==> src/rtl/fetch_pkg.sv <==
// Shared constants and state encoding for the program fetch stage.
package fetch_pkg;

  localparam int ADDR_W = 12;   // PC / ROM address width
  localparam int DATA_W = 8;    // ROM word width
  localparam int OPC_W  = 4;    // instr field width (oprnd takes the rest)

  // Program counter value after reset
  localparam logic [ADDR_W-1:0] PC_RST = '0;

  // Fetch FSM encoding; valid is asserted only in VALID
  typedef enum logic [1:0] {
    IDLE  = 2'd0,
    FETCH = 2'd1,
    VALID = 2'd2
  } fetch_state_e;

endpackage

==> src/rtl/program_counter.sv <==
// Program counter with increment, synchronous load and a one-cycle wrap pulse.
module program_counter
  import fetch_pkg::*;
#(
  parameter int ADDR_W = fetch_pkg::ADDR_W
) (
  input  logic              clk,
  input  logic              rst_n,
  input  logic              inc,
  input  logic              load,
  input  logic [ADDR_W-1:0] load_addr,
  output logic [ADDR_W-1:0] pc,
  output logic              wrap
);

  logic [ADDR_W-1:0] r_pc;
  logic              r_wrap;
  logic              w_at_max;

  assign w_at_max = &r_pc;

  // Load beats increment; wrap pulses only when an increment rolls all-ones to zero
  always_ff @(posedge clk or negedge rst_n) begin
    if (!rst_n) begin
      r_pc   <= ADDR_W'(PC_RST);
      r_wrap <= 1'b0;
    end else if (load) begin
      r_pc   <= load_addr;
      r_wrap <= 1'b0;
    end else if (inc) begin
      r_pc   <= r_pc + 1'b1;
      r_wrap <= w_at_max;
    end else begin
      r_wrap <= 1'b0;
    end
  end

  assign pc   = r_pc;
  assign wrap = r_wrap;

endmodule

==> src/rtl/pc_fetch_unit.sv <==
// Fetch stage: drives the ROM address from the PC, captures the returned word
// and offers it to the decoder through a valid/ready handshake.
module pc_fetch_unit
  import fetch_pkg::*;
#(
  parameter int ADDR_W = fetch_pkg::ADDR_W,
  parameter int DATA_W = fetch_pkg::DATA_W,
  parameter int OPC_W  = fetch_pkg::OPC_W
) (
  input  logic                    clk,
  input  logic                    rst_n,
  input  logic                    enable,
  input  logic                    load,
  input  logic [ADDR_W-1:0]       load_addr,
  output logic [ADDR_W-1:0]       rom_addr,
  input  logic [DATA_W-1:0]       rom_data,
  output logic [OPC_W-1:0]        instr,
  output logic [DATA_W-OPC_W-1:0] oprnd,
  output logic                    valid,
  input  logic                    ready,
  output logic                    pc_wrap
);

  localparam int OPR_W = DATA_W - OPC_W;

  fetch_state_e      r_state;
  fetch_state_e      w_state_next;
  logic              w_capture;
  logic [OPC_W-1:0]  r_instr;
  logic [OPR_W-1:0]  r_oprnd;
  logic [ADDR_W-1:0] w_pc;

  program_counter #(
    .ADDR_W (ADDR_W)
  ) u_pc (
    .clk       (clk),
    .rst_n     (rst_n),
    .inc       (w_capture),
    .load      (load),
    .load_addr (load_addr),
    .pc        (w_pc),
    .wrap      (pc_wrap)
  );

  // State register
  always_ff @(posedge clk or negedge rst_n) begin
    if (!rst_n) begin
      r_state <= IDLE;
    end else begin
      r_state <= w_state_next;
    end
  end

  // Next state and capture strobe; a load overrides everything and drops any held word
  always_comb begin
    w_state_next = r_state;
    w_capture    = 1'b0;
    if (load) begin
      w_state_next = enable ? FETCH : IDLE;
    end else begin
      case (r_state)
        IDLE: begin
          if (enable) w_state_next = FETCH;
        end
        FETCH: begin
          if (enable) begin
            w_capture    = 1'b1;
            w_state_next = VALID;
          end
        end
        VALID: begin
          if (ready) w_state_next = enable ? FETCH : IDLE;
        end
        default: w_state_next = IDLE;
      endcase
    end
  end

  // Fetch register: rom_data is sampled only on the FETCH->VALID edge
  always_ff @(posedge clk or negedge rst_n) begin
    if (!rst_n) begin
      r_instr <= '0;
      r_oprnd <= '0;
    end else if (w_capture) begin
      r_instr <= rom_data[DATA_W-1:OPR_W];
      r_oprnd <= rom_data[OPR_W-1:0];
    end
  end

  assign rom_addr = w_pc;
  assign instr    = r_instr;
  assign oprnd    = r_oprnd;
  assign valid    = (r_state == VALID);

endmodule

==> config.mk <==
export PLATFORM = sky130hd
export DESIGN_NAME = pc_fetch_unit
export DESIGN_NICKNAME = d
export VERILOG_FILES = /design/src/rtl/fetch_pkg.sv /design/src/rtl/program_counter.sv /design/src/rtl/pc_fetch_unit.sv
export SDC_FILE = /design/constraint.sdc
export NUM_CORES = 1
export LEC_CHECK = 0
export CAP_MARGIN = 20
export CORE_MARGIN = 5
export CORE_UTILIZATION = 44
export DETAILED_ROUTE_END_ITERATION = 7
export DONT_BUFFER_PORTS = 1
export GPL_TIMING_DRIVEN = 1
export SETUP_SLACK_MARGIN = 0.5
export SLEW_MARGIN = 20
export SYNTH_ARGS = -nofsm -noshare
export SYNTH_HDL_FRONTEND = slang
export SYNTH_SLANG_ARGS = --single-unit
==> constraint.sdc <==
create_clock -name clk -period 1.5 [get_ports clk]
set_input_delay 0.15 -clock clk [delete_from_list [all_inputs] [get_ports clk]]
set_output_delay 0.15 -clock clk [all_outputs]
set_load 0.01 [all_outputs]
==> flow_summary.rst <==
.. list-table::
   :header-rows: 1

   * - Metric
     - Value
   * - Result of the run
     - finished with violations
   * - Violations in the final reports
     - hold timing
   * - Synthesized area per cell
     - ~11 um^2
   * - Main synth FF type
     - sky130_fd_sc_hd__dfrtp_1
   * - Mean routed wirelength per cell
     - 16.8 um
   * - Number of enable-type register cells in the synthesized netlist
     - 0
   * - DP Worst Slack
     - 0.116 ns
   * - Total via count in the routed design
     - 922
   * - Worst Tran Pin Value
     - 0.510 ns
   * - RSZ-0062 raised after global routing
     - yes
   * - Area growth from synthesis to layout
     - 46.4%
   * - Post-synth ARST share
     - 100%
   * - Leak Pwr
     - 0.725 nW
   * - Horizontal extent of the die
     - 61.2 um
   * - Biggest fanout along the worst timing path
     - 6
   * - Max Cap Viol
     - 0
   * - Starting density of the core
     - 46.2%
   * - Number of distinct library cell variants in the gate-level netlist after synthesis
     - 28
   * - Post-CTS clock slew at the launch and capture registers of the worst setup and hold paths
     - 0.13 ns
   * - Setup total negative slack
     - 0 ns
   * - Critical Path End Type
     - flip-flop
   * - Most instantiated cells after synthesis
     - 23 x sky130_fd_sc_hd__dfrtp_1, 18 x sky130_fd_sc_hd__nand2_1, 8 x sky130_fd_sc_hd__xnor2_1
   * - Share of final-layout standard cells stronger than drive strength 1
     - 43.2%
   * - Area inside the core boundary
     - about 0.0025 mm^2
   * - Clock tree skew after final layout
     - 0.00284 ns
   * - Post-Syn Area
     - ~0.0012 mm^2
   * - Via count of the first global-routing pass
     - 974
   * - Worst slew margin relative to its limit
     - about two thirds
   * - Via density per instance
     - 5.46
   * - Post-synthesis cell count
     - 108
   * - Clock tree root driver cell
     - sky130_fd_sc_hd__clkbuf_4
   * - Slew Viols, Final
     - 0
   * - Sequential-to-total area share from yosys stat
     - between 40% and 50%
   * - Critical Path Source Type
     - flip-flop
   * - H-tree levels
     - 1
   * - Ys Warns
     - 0
   * - GRT overflow
     - 0
   * - Site row count
     - 18
   * - Final worst path period need
     - 1.32 ns
   * - DRC Markers
     - 0
   * - Share of the clock period used by the worst path after layout
     - slightly below 90%
   * - Leading post-synthesis cells by cell area
     - sky130_fd_sc_hd__dfrtp_1 50%, sky130_fd_sc_hd__mux2_4 7.8%, sky130_fd_sc_hd__xnor2_1 6.1%
   * - IO buf count
     - 0
   * - Routed Antenna Nets
     - 0
   * - Crit path arrival time
     - 1.56 ns
   * - Number of sinks driven by the clock tree
     - 23
   * - Crit Path Class
     - flip-flop to flip-flop
   * - Net count of the mapped netlist
     - 134
   * - Worst hold path type
     - input port to flip-flop
   * - Most common cell in the netlist
     - sky130_fd_sc_hd__dfrtp_1
   * - Clock latency on the worst-skew pair
     - 0.30 ns
   * - Final layout net count
     - 166
   * - Number of antenna violations at the first check in global routing
     - 0
   * - Worst path cell trace
     - ha_4, nand4b_1, buf_4, xor2_1, o21ai_1
   * - Cell type of the slowest stage on the worst timing path
     - sky130_fd_sc_hd__dfrtp_2
   * - Detailed placement HPWL
     - 1840 um
   * - Overall die area
     - 0.00375 mm^2
   * - Register bit total from synthesis
     - 23
   * - Critical Path RT
     - 1.74 ns
   * - Routability cong.
     - 0.709
   * - Final critical-path setup slack
     - 0.180 ns
   * - All-layer global routing usage
     - 16.2%
   * - Power Density
     - 907 mW/mm^2
   * - Detailed Routing Iterations Pass 1
     - 4
   * - Hold Vio Cnt, Final
     - 13
   * - Num CTS Buffers
     - 3
   * - Number of DRC markers after the initial detailed-route iteration
     - 25
   * - Final-layout worst hold slack
     - -0.0861 ns
   * - Clock tree buffer depth
     - 2
   * - Largest incremental delay on the critical path
     - around 0.50 ns
   * - Pin count of the biggest net entering global routing
     - 27
   * - Vertical die dimension
     - 61.2 um
   * - VDD IR max
     - around 0.64 mV
   * - Total Routed Length
     - 2840 um
   * - Clock tree from TritonCTS
     - done
   * - Count of pins on the block boundary
     - 47
   * - First-pass GRT wire length
     - 4530 um
   * - Total inserted antenna cells
     - 0
   * - Total setup violations reported at the end of the flow
     - 0
   * - Yosys top cell by area
     - sky130_fd_sc_hd__dfrtp_1
   * - Max Freq
     - 758 MHz
   * - Fraction of post-synthesis cell area in the top cell type by area
     - 49.8%
==> registers in the layout, indices dropped and copies added (netlist names) <==
name,flops
instr,4
u_pc.pc,12
oprnd,4
r_state,2
u_pc.wrap,1
==> worst paths after layout <==
kind	start	end	slack [ns]	cells after the start
worst min-delay path	load	u_pc.pc[1]	-0.09	1
worst min register to register	oprnd[3]	oprnd[3]	0.60	1
min in group asynchronous	rst_n	u_pc.wrap	0.33	2
max in group asynchronous	rst_n	u_pc.pc[0]	0.80	2
worst max-delay path	u_pc.pc[1]	u_pc.pc[2]	0.18	5
worst max register to register	u_pc.pc[1]	u_pc.pc[2]	0.18	5
==> critical path, delay by kind of cell, from the launching register on <==
family	cells	cell delay, ns
AO/OA/AOI/OAI	1	0.12
XOR/XNOR	1	0.13
adder cells (fa/ha/maj)	1	0.19
buffers and inverters	1	0.16
flip-flops	1	0.50
AND/OR/NAND/NOR	1	0.14
==> through the flow <==
step | hold WS [ns] | utilization, % | power, W | instance area [um^2] | instances
2_1_floorplan | -0.146 | - | 0.00109 | 1260 | 108
3_3_place_gp | -0.145 | 51.1 | 0.00113 | 1280 | 135
3_5_place_dp | -0.145 | 51.1 | 0.00114 | 1280 | 135
4_1_cts | -0.103 | 64.2 | 0.00152 | 1600 | 165
5_1_grt | -0.119 | 67.6 | 0.00163 | 1690 | 169
6_report | -0.0861 | 67.6 | 0.00153 | 1690 | 169
==> kinds of logic after synthesis <==
group / synth area share (%)
and+or+nand+nor: 18.8
DFF: 49.8
AOI/OAI and AO/OA: 7.80
xor gates and xnor gates: 8.34
muxes: 10.6
buffers and inverters: 3.47
adders and majority gates: 1.08
==> layer usage <==
| metal | GRT usage (%) | part of all wire (%) |
|---|---|---|
| met5 | 0 | 0 |
| met1 | 20.5 | 42 |
| met2 | 27.6 | 49 |
| met4 | 3.72 | 0.46 |
| met3 | 4.40 | 7.8 |
==> timing repair <==
action / CTS / global route
endpoints found under the setup margin: 25 / 32
buffers inserted: 11 / 3
hold buffers: 14 / 1
endpoints found under the hold margin: 45 / 36
pin swaps: 17 / 15
gates resized for setup: 17 / 13
cloned: 1 / 0
==> power breakdown <==
group	internal, W	switching [W]	total (W)
Sequential	0.000722	0.000165	0.000887
Combinational	0.000221	0.000137	0.000358
Clock	0.0000994	0.000189	0.000288
Total	0.00104	0.000490	0.00153
==> layout by cell type, fill, tap and decap left out, drive strengths merged <==
cell,Yosys,final
inv,3,3
nor3,5,5
o41ai,1,1
buf,3,17
nor4,2,2
mux2,8,8
xor2,3,3
nand3,4,4
nand3b,1,1
nand4b,1,1
clkbuf,2,3
ha,1,1
xnor2,8,8
o221ai,2,2
nor2,4,4
nand2,18,19
a31oi,1,1
o21bai,1,1
o21ai,10,10
and3b,1,1
dfrtp,23,23
nand4,4,4
clkinv,0,1
dlygate4sd3,0,14
mux2i,1,1
and3,1,1
==> layout make-up <==
| type | instances | area [um^2] |
|---|---|---|
| clock buffer | 3 | 22.5 |
| fill | 184 | 810 |
| timing repair buffer | 31 | 295 |
| multi-input combinational | 78 | 731 |
| clock inverter | 1 | 5.00 |
| inverter | 3 | 11.3 |
| sequential | 23 | 588 |
| tap | 30 | 37.5 |
(Power assumes the default switching activity.)
